## config.mk

```make
export PLATFORM = sky130hd
export DESIGN_NAME = uart_tx_arbiter
export DESIGN_NICKNAME = d
export VERILOG_FILES = /design/src/rtl/uart_tx_arbiter.sv
export SDC_FILE = /design/constraint.sdc
export NUM_CORES = 1
export LEC_CHECK = 0
export ABC_AREA = 1
export CAP_MARGIN = 20
export CORE_MARGIN = 2
export CORE_UTILIZATION = 53
export DETAILED_ROUTE_END_ITERATION = 10
export PLACE_DENSITY = 0.88
export SYNTH_ARGS = -nofsm -noshare
export SYNTH_HDL_FRONTEND = slang
export SYNTH_SLANG_ARGS = --single-unit
```

## constraint.sdc

```tcl
create_clock -name clk -period 3.9 [get_ports clk]
set_input_delay 0.975 -clock clk [delete_from_list [all_inputs] [get_ports clk]]
set_output_delay 0.975 -clock clk [all_outputs]
set_load 0.02 [all_outputs]
```

## src/rtl/uart_tx_arbiter.sv

```systemverilog
// Round-robin arbiter sharing one UART transmitter between N_REQ requesters.
// A granted word is registered onto tx_data, tx_send pulses once, then the
// arbiter follows tx_busy until the frame is over before granting again.
module uart_tx_arbiter #(
  parameter int unsigned N_REQ     = 4,
  parameter int unsigned DATA_W    = 9,
  parameter int unsigned BUSY_WAIT = 4
) (
  input  logic                       clk,
  input  logic                       reset,
  input  logic [N_REQ-1:0]           req_valid,
  input  logic [N_REQ*DATA_W-1:0]    req_data,
  output logic [N_REQ-1:0]           req_ready,
  output logic [DATA_W-1:0]          tx_data,
  output logic                       tx_send,
  input  logic                       tx_busy,
  output logic [$clog2(N_REQ)-1:0]   grant_id,
  output logic                       active,
  output logic                       tx_err
);

  localparam int unsigned GW = $clog2(N_REQ);
  localparam int unsigned CW = $clog2(BUSY_WAIT);

  localparam logic [1:0] IDLE      = 2'd0;
  localparam logic [1:0] SEND      = 2'd1;
  localparam logic [1:0] WAIT_RISE = 2'd2;
  localparam logic [1:0] WAIT_FALL = 2'd3;

  logic [1:0]        state, state_nxt;
  logic [CW-1:0]     cnt, cnt_nxt;
  logic [GW-1:0]     last_grant, last_nxt;
  logic [GW-1:0]     grant_nxt;
  logic [DATA_W-1:0] tx_data_nxt;
  logic              tx_send_nxt, tx_err_nxt, active_nxt;

  logic [DATA_W-1:0] words [N_REQ];
  logic              sel_found;
  logic [GW-1:0]     sel_idx;
  logic [GW-1:0]     cand;
  logic [DATA_W-1:0] sel_data;

  // Unpack the flat request bus into per-requester words
  for (genvar g = 0; g < N_REQ; g++) begin : g_words
    assign words[g] = req_data[g*DATA_W +: DATA_W];
  end

  // Round-robin pick: first valid requester after last_grant, wrapping
  always_comb begin
    sel_found = 1'b0;
    sel_idx   = '0;
    sel_data  = '0;
    cand      = '0;
    for (int unsigned k = 0; k < N_REQ; k++) begin
      cand = GW'((32'(last_grant) + 32'd1 + k) % N_REQ);
      if (!sel_found && req_valid[cand]) begin
        sel_found = 1'b1;
        sel_idx   = cand;
        sel_data  = words[cand];
      end
    end
  end

  // Accept handshake: only the picked requester, only when idle and line free
  always_comb begin
    req_ready = '0;
    if (reset && (state == IDLE) && !tx_busy && sel_found) begin
      req_ready[sel_idx] = 1'b1;
    end
  end

  // Next-state and registered-output values
  always_comb begin
    state_nxt   = state;
    cnt_nxt     = cnt;
    last_nxt    = last_grant;
    grant_nxt   = grant_id;
    tx_data_nxt = tx_data;
    tx_send_nxt = 1'b0;
    tx_err_nxt  = 1'b0;
    case (state)
      IDLE: begin
        if (|req_ready) begin
          tx_data_nxt = sel_data;
          grant_nxt   = sel_idx;
          last_nxt    = sel_idx;
          tx_send_nxt = 1'b1;
          state_nxt   = SEND;
        end
      end
      SEND: begin
        cnt_nxt   = '0;
        state_nxt = WAIT_RISE;
      end
      WAIT_RISE: begin
        if (tx_busy) begin
          state_nxt = WAIT_FALL;
        end else if (cnt == CW'(BUSY_WAIT - 2)) begin
          tx_err_nxt = 1'b1;
          state_nxt  = IDLE;
        end else begin
          cnt_nxt = cnt + CW'(1);
        end
      end
      WAIT_FALL: begin
        if (!tx_busy) state_nxt = IDLE;
      end
      default: state_nxt = IDLE;
    endcase
    active_nxt = (state_nxt != IDLE);
  end

  // State and output registers with synchronous active-low reset
  always_ff @(posedge clk) begin
    if (!reset) begin
      state      <= IDLE;
      cnt        <= '0;
      last_grant <= GW'(N_REQ - 1);
      grant_id   <= '0;
      tx_data    <= '0;
      tx_send    <= 1'b0;
      tx_err     <= 1'b0;
      active     <= 1'b0;
    end else begin
      state      <= state_nxt;
      cnt        <= cnt_nxt;
      last_grant <= last_nxt;
      grant_id   <= grant_nxt;
      tx_data    <= tx_data_nxt;
      tx_send    <= tx_send_nxt;
      tx_err     <= tx_err_nxt;
      active     <= active_nxt;
    end
  end

endmodule

```

== After elaboration in Yosys (flattened, before gate mapping) ==
Cells that the tools add are included.
Storage, ports and cells
  register bits after elaboration: 20
Cells by class
  reductions and logical operators: 19
  bitwise operators: 6
  equal/unequal tests: 6
  mux-type cells: 45
  $lt $le $gt $ge: 10
  add/subtract/negate cells: 5
Operator list (number)
  $mux W9: 12
  $bmux W9 S2: 4
  $mux W2: 10
  $lt A2 B3 Y1 const B: 5
  $ge A3 B3 Y1 const B: 4
  $not A2 Y3: 4
  $mux W1: 11
  $bmux W1 S2: 4
  $pmux W2 S4: 1
  $logic_and A1 B1 Y1: 7
  $add A2 B1 Y2 const B: 3
  $eq A2 B2 Y1 const B: 3
  $add A2 B2 Y2 const B: 2
  $logic_not A1 Y1: 4
  $mux W4: 1
  $ne A2 B2 Y1 const B: 2
  $pmux W2 S2: 1
  $reduce_and A2 Y1: 2
  $reduce_bool A2 Y1: 2
  $reduce_or A4 Y1: 1
  $reduce_and A3 Y1: 1
  $reduce_or A3 Y1: 1
  $demux W1 S2: 1
  $eq A2 B1 Y1 const B: 1
  other kinds (3): 4

== Depth between registers and ports, before layout ==
  word-level depth: 22
  mapped depth: 14
  gate-level depth less buffers: 13

== Least setup slack after synthesis ==
OpenSTA, ideal clock, no wires.
  path type: input -> output
  start point: input port reset
  end point: output port req_ready[2]
  path buffers: 2
  data arrival time: 2183 ps
  setup slack: 742 ps
  required time: 2925 ps
  stages on the path: 8
  cell sequence: buf_2 -> nand2_1 -> nor3_1 -> nand2_4 -> inv_2 -> buf_6 -> nand2_2 -> nor2_1
Between the ends
  longest elaborated chain between the ends: 4
Ends and longest elaborated chain
  start, declared: RTL line 10  | input logic reset,
  $logic_and A1 B1 Y1 (3 in series): RTL line 67  | if (reset && (state == IDLE) && !tx_busy && sel_found) begin
  $mux W4: RTL line 67
  end, declared: RTL line 13  | output logic [N_REQ-1:0] req_ready,
Every way passes these cells.

== Worst setup path in the final report ==
  start point: input port req_valid[0]
  end point: output port req_ready[0]
Between the ends
  longest elaborated chain between the ends: 17
  elaborated cells between the ends (all ways): 29
  classes of those cells: order compare: 2; mux: 19; reduce/logical: 8
Ends and longest elaborated chain
  start, declared: RTL line 11  | input logic [N_REQ-1:0] req_valid,
  $bmux W1 S2: RTL line 56  | if (!sel_found && req_valid[cand]) begin
  $mux W1 (not written as such): RTL line 56
  $mux W1: RTL line 56
  $logic_not A1 Y1: RTL line 56
  $logic_and A1 B1 Y1: RTL line 56
  $mux W1: RTL line 56
  $logic_not A1 Y1: RTL line 56
  $logic_and A1 B1 Y1: RTL line 56
  $mux W1: RTL line 56
  $logic_not A1 Y1: RTL line 56
  $logic_and A1 B1 Y1: RTL line 56
  $mux W2: RTL line 56
  $lt A2 B3 Y1 (not written as such) / $ge A2 B1 Y1 (equally long branches): RTL line 68  | req_ready[sel_idx] = 1'b1;
  $logic_and A1 B1 Y1 (not written as such): RTL line 68
  $mux W1 (not written as such): RTL line 68
  $demux W1 S2: RTL line 68
  $mux W4 (*): RTL line 67
Every way passes the cells marked *; elsewhere a longest branch is shown, timed or not. The select of a mux whose other input is x is not followed.

==> results.json <==
{
  "cts_buffers": 3,
  "p_leak_nw": 1.565,
  "crit_path_frequent_cell": "nand2_1",
  "min_from": "cnt[1]",
  "reg2reg_slack_ns": 1.68,
  "coreArea_um2": 4058,
  "cp_num_buf_inv": 4,
  "wire_per_inst_um": 11.09,
  "overflow": 0,
  "final_antenna_net_count": 0,
  "drive_above_1_share": 0.1179,
  "final.period_utilization": 0.9464,
  "num_rows": 23,
  "synthesis.area_um2": 2253,
  "cts_num_sinks": 20,
  "htreeDepth": 1,
  "pin_count": 61,
  "power_w": 0.001373,
  "yosysWarnings": 0,
  "vias": 2568,
  "post_cts_buffers": 0,
  "r2r_start": "last_grant[0]",
  "worstReg2RegEnd": "active",
  "via_per_inst": 5.055,
  "die-area_um2": 4789,
  "hold_class": "flip-flop to flip-flop",
  "die_y_um": 69.21,
  "worst_r2r_path_depth": 11,
  "antenna_found_initial": 0,
  "worst_clock_skew_ns": 0.005161,
  "crit_path_max_fanout": 5,
  "setup_viol": 0,
  "ir_drop_mv": 0.2434,
  "hold_depth": 2,
  "ys_ff_latch": 20,
  "portBuffers": 60,
  "cp.required_ns": 2.92,
  "worst_slew_pin_slew_ns": 0.5216,
  "ys_types": 31,
  "max_cap_viol_count": 0,
  "cpPeakStageDelay_ns": 0.50,
  "track_usage": 0.2396,
  "insertion_delay_ns": 0.26,
  "fin_nets": 503,
  "outcome": "completed",
  "area_growth_pct": 29.76,
  "critPathLaunchType": "input port",
  "hold_end": "cnt[1]",
  "slew_viol_final": 0,
  "crit_type": "input port to output pin",
  "max_slew_margin": 0.6523,
  "cp.arrival_ns": 2.72,
  "grt_first_pass_wirelength_um": 9832,
  "drt-total-wl_um": 5634,
  "cp_cell_sequence": "clkdlybuf4s50_1 > nand2_1 > nand2_1 > nand2_2 > nand2_4 > nor2_8 > nand2_1 > nand2_1 > inv_1 > nand2_1 > inv_1 > nand2_2 > nor2_1 > dlygate4sd2_1",
  "cts_tree": "yes",
  "grt_pass1_vias": 2503,
  "powerDensity_nw_per_um2": 469.7,
  "route.detailed.drc": 0,
  "rsz0062_at_grt": "no",
  "dpl.hpwl_um": 4421,
  "cts_buffer_depth": 2,
  "crit_slowest_cell": "clkdlybuf4s50_1",
  "synth_cells": 403,
  "clkTransAtPathRegs_ns": 0.08,
  "ctsHoldBuffers": 0,
  "dr.pass1.iters": 6,
  "final_hold_viol_count": 0,
  "place.gp.congestion": 0.9108,
  "drt-initial-drc-count": 87,
  "fill_cells": 363,
  "clockRootBuffer": "clkbuf_8",
  "grt_max_degree": 37,
  "ys_seq_area_frac": 0.1777,
  "tns_ns": 0,
  "start_util": 0.5553,
  "endpoint_kind": "output pin",
  "antenna_cells": 0,
  "cts_resized": 4,
  "avgSynthCellArea_um2": 5.592,
  "min_period_ns": 3.691,
  "synth.net_count": 447,
  "timing.fmax_ghz": 0.2709,
  "crit_family": "buffers and inverters",
  "fp.dieW_um": 69.21
}
-- cells in the mapped netlist (all sizes together) --
| cell type | n | area share |
|---|---|---|
| a21oi | 12 | 0.038 |
| a22oi | 1 | 0.0033 |
| a31oi | 1 | 0.0028 |
| buf | 15 | 0.049 |
| clkbuf | 6 | 0.010 |
| dfxtp | 20 | 0.18 |
| ha | 1 | 0.0056 |
| inv | 54 | 0.092 |
| mux2i | 16 | 0.071 |
| nand2 | 144 | 0.26 |
| nand3 | 8 | 0.022 |
| nand3b | 1 | 0.0033 |
| nand4 | 1 | 0.0028 |
| nor2 | 61 | 0.12 |
| nor3 | 1 | 0.0022 |
| nor4 | 1 | 0.0028 |
| o21ai | 59 | 0.13 |
| or2 | 1 | 0.0028 |
-- registers in the layout (all words and copies together), names as in the netlist --
signal / cells
state: 2
active: 1
tx_err: 1
last_grant: 2
tx_data: 9
cnt: 2
grant_id: 2
tx_send: 1
-- cells in the final DEF (no fill, tap or decap) --
cell | Yosys | layout
clkbuf_8 | 0 | 4
nor2_4 | 1 | 1
o21ai_1 | 5 | 5
or2_1 | 1 | 1
o21ai_0 | 53 | 53
a22oi_1 | 1 | 1
a21oi_2 | 7 | 7
a21oi_1 | 5 | 5
ha_1 | 1 | 1
o21ai_2 | 1 | 1
nor2_2 | 9 | 9
nand2_4 | 3 | 3
nand4_1 | 1 | 1
nor3_1 | 1 | 1
nand2_2 | 8 | 8
nor2_8 | 1 | 1
inv_4 | 2 | 2
dlygate4sd2_1 | 0 | 4
inv_2 | 3 | 3
nor2_1 | 50 | 50
nand3_1 | 6 | 6
mux2i_1 | 16 | 16
nand2_1 | 133 | 133
buf_4 | 2 | 12
nand3_2 | 2 | 2
clkdlybuf4s50_1 | 0 | 56
inv_1 | 49 | 49
a31oi_1 | 1 | 1
dfxtp_1 | 20 | 19
nor4_1 | 1 | 1
dfxtp_2 | 0 | 1
nand3b_1 | 1 | 1
-- area by class of cell --
class                   count  area [um^2]  share of cell area
clock buffers               4        55.05             0.01883
well taps                  50        62.56             0.02139
multi-input cells         308         1511              0.5169
inverters                  54        207.7             0.07103
flip-flops and latches     20        401.6              0.1374
repair buffers             72        685.7              0.2345
-- worst reg2reg max path, delay by kind of cell, from the launching register on --
family	cells	cell delay (ns)
AND/OR/NAND/NOR	9	1.01
flip-flops	1	0.66
buffers and inverters	2	0.43
-- through the flow --
| stage | hold WS [ns] | instance area, um^2 | setup slack [ns] | utilization | cells |
|---|---|---|---|---|---|
| detailed placement | 0.4949 | 2874 | -0.08282 | 0.7083 | 504 |
| floorplan | 0.4408 | 2253 | 0.7417 | - | 403 |
| finish | 0.5046 | 2924 | 0.2091 | 0.7206 | 508 |
| global placement | 0.4508 | 2874 | -0.002351 | 0.7083 | 504 |
| CTS | 0.5051 | 2924 | 0.1920 | 0.7206 | 508 |
| global route | 0.5102 | 2924 | 0.03297 | 0.7206 | 508 |
-- cell families after synthesis --
kind of cell | count (synthesis) | synth area share
buf+inv | 75 | 0.1516
simple gates | 218 | 0.4170
mux | 16 | 0.07107
compound gates | 73 | 0.1771
flops | 20 | 0.1777
fa+ha+maj | 1 | 0.005552
-- where the power goes --
group / total, W / internal [W] / switching, W
registers: 0.000297 / 0.000248 / 0.0000498
logic: 0.000916 / 0.000361 / 0.000554
clock network: 0.000160 / 0.0000900 / 0.0000705
total: 0.00137 / 0.000699 / 0.000675
-- layer usage --
metal  vias up  track usage  share of wire
li1       1356            -              -
met1      1138       0.2536           0.41
met2        67       0.4754           0.53
met3         7      0.04215          0.045
met4         0      0.06754         0.0096
met5         -            0              0
-- how the worst max path moves through the flow --
stage                             from            to  cells after the start
after floorplan                  reset  req_ready[2]                      8
after global placement    req_valid[0]  req_ready[2]                     12
after detailed placement  req_valid[0]  req_ready[0]                     14
after CTS                 req_valid[0]  req_ready[0]                     14
after global routing      req_valid[0]  req_ready[0]                     14
final                     req_valid[0]  req_ready[0]                     14
Power figures use the tool's default switching activity.
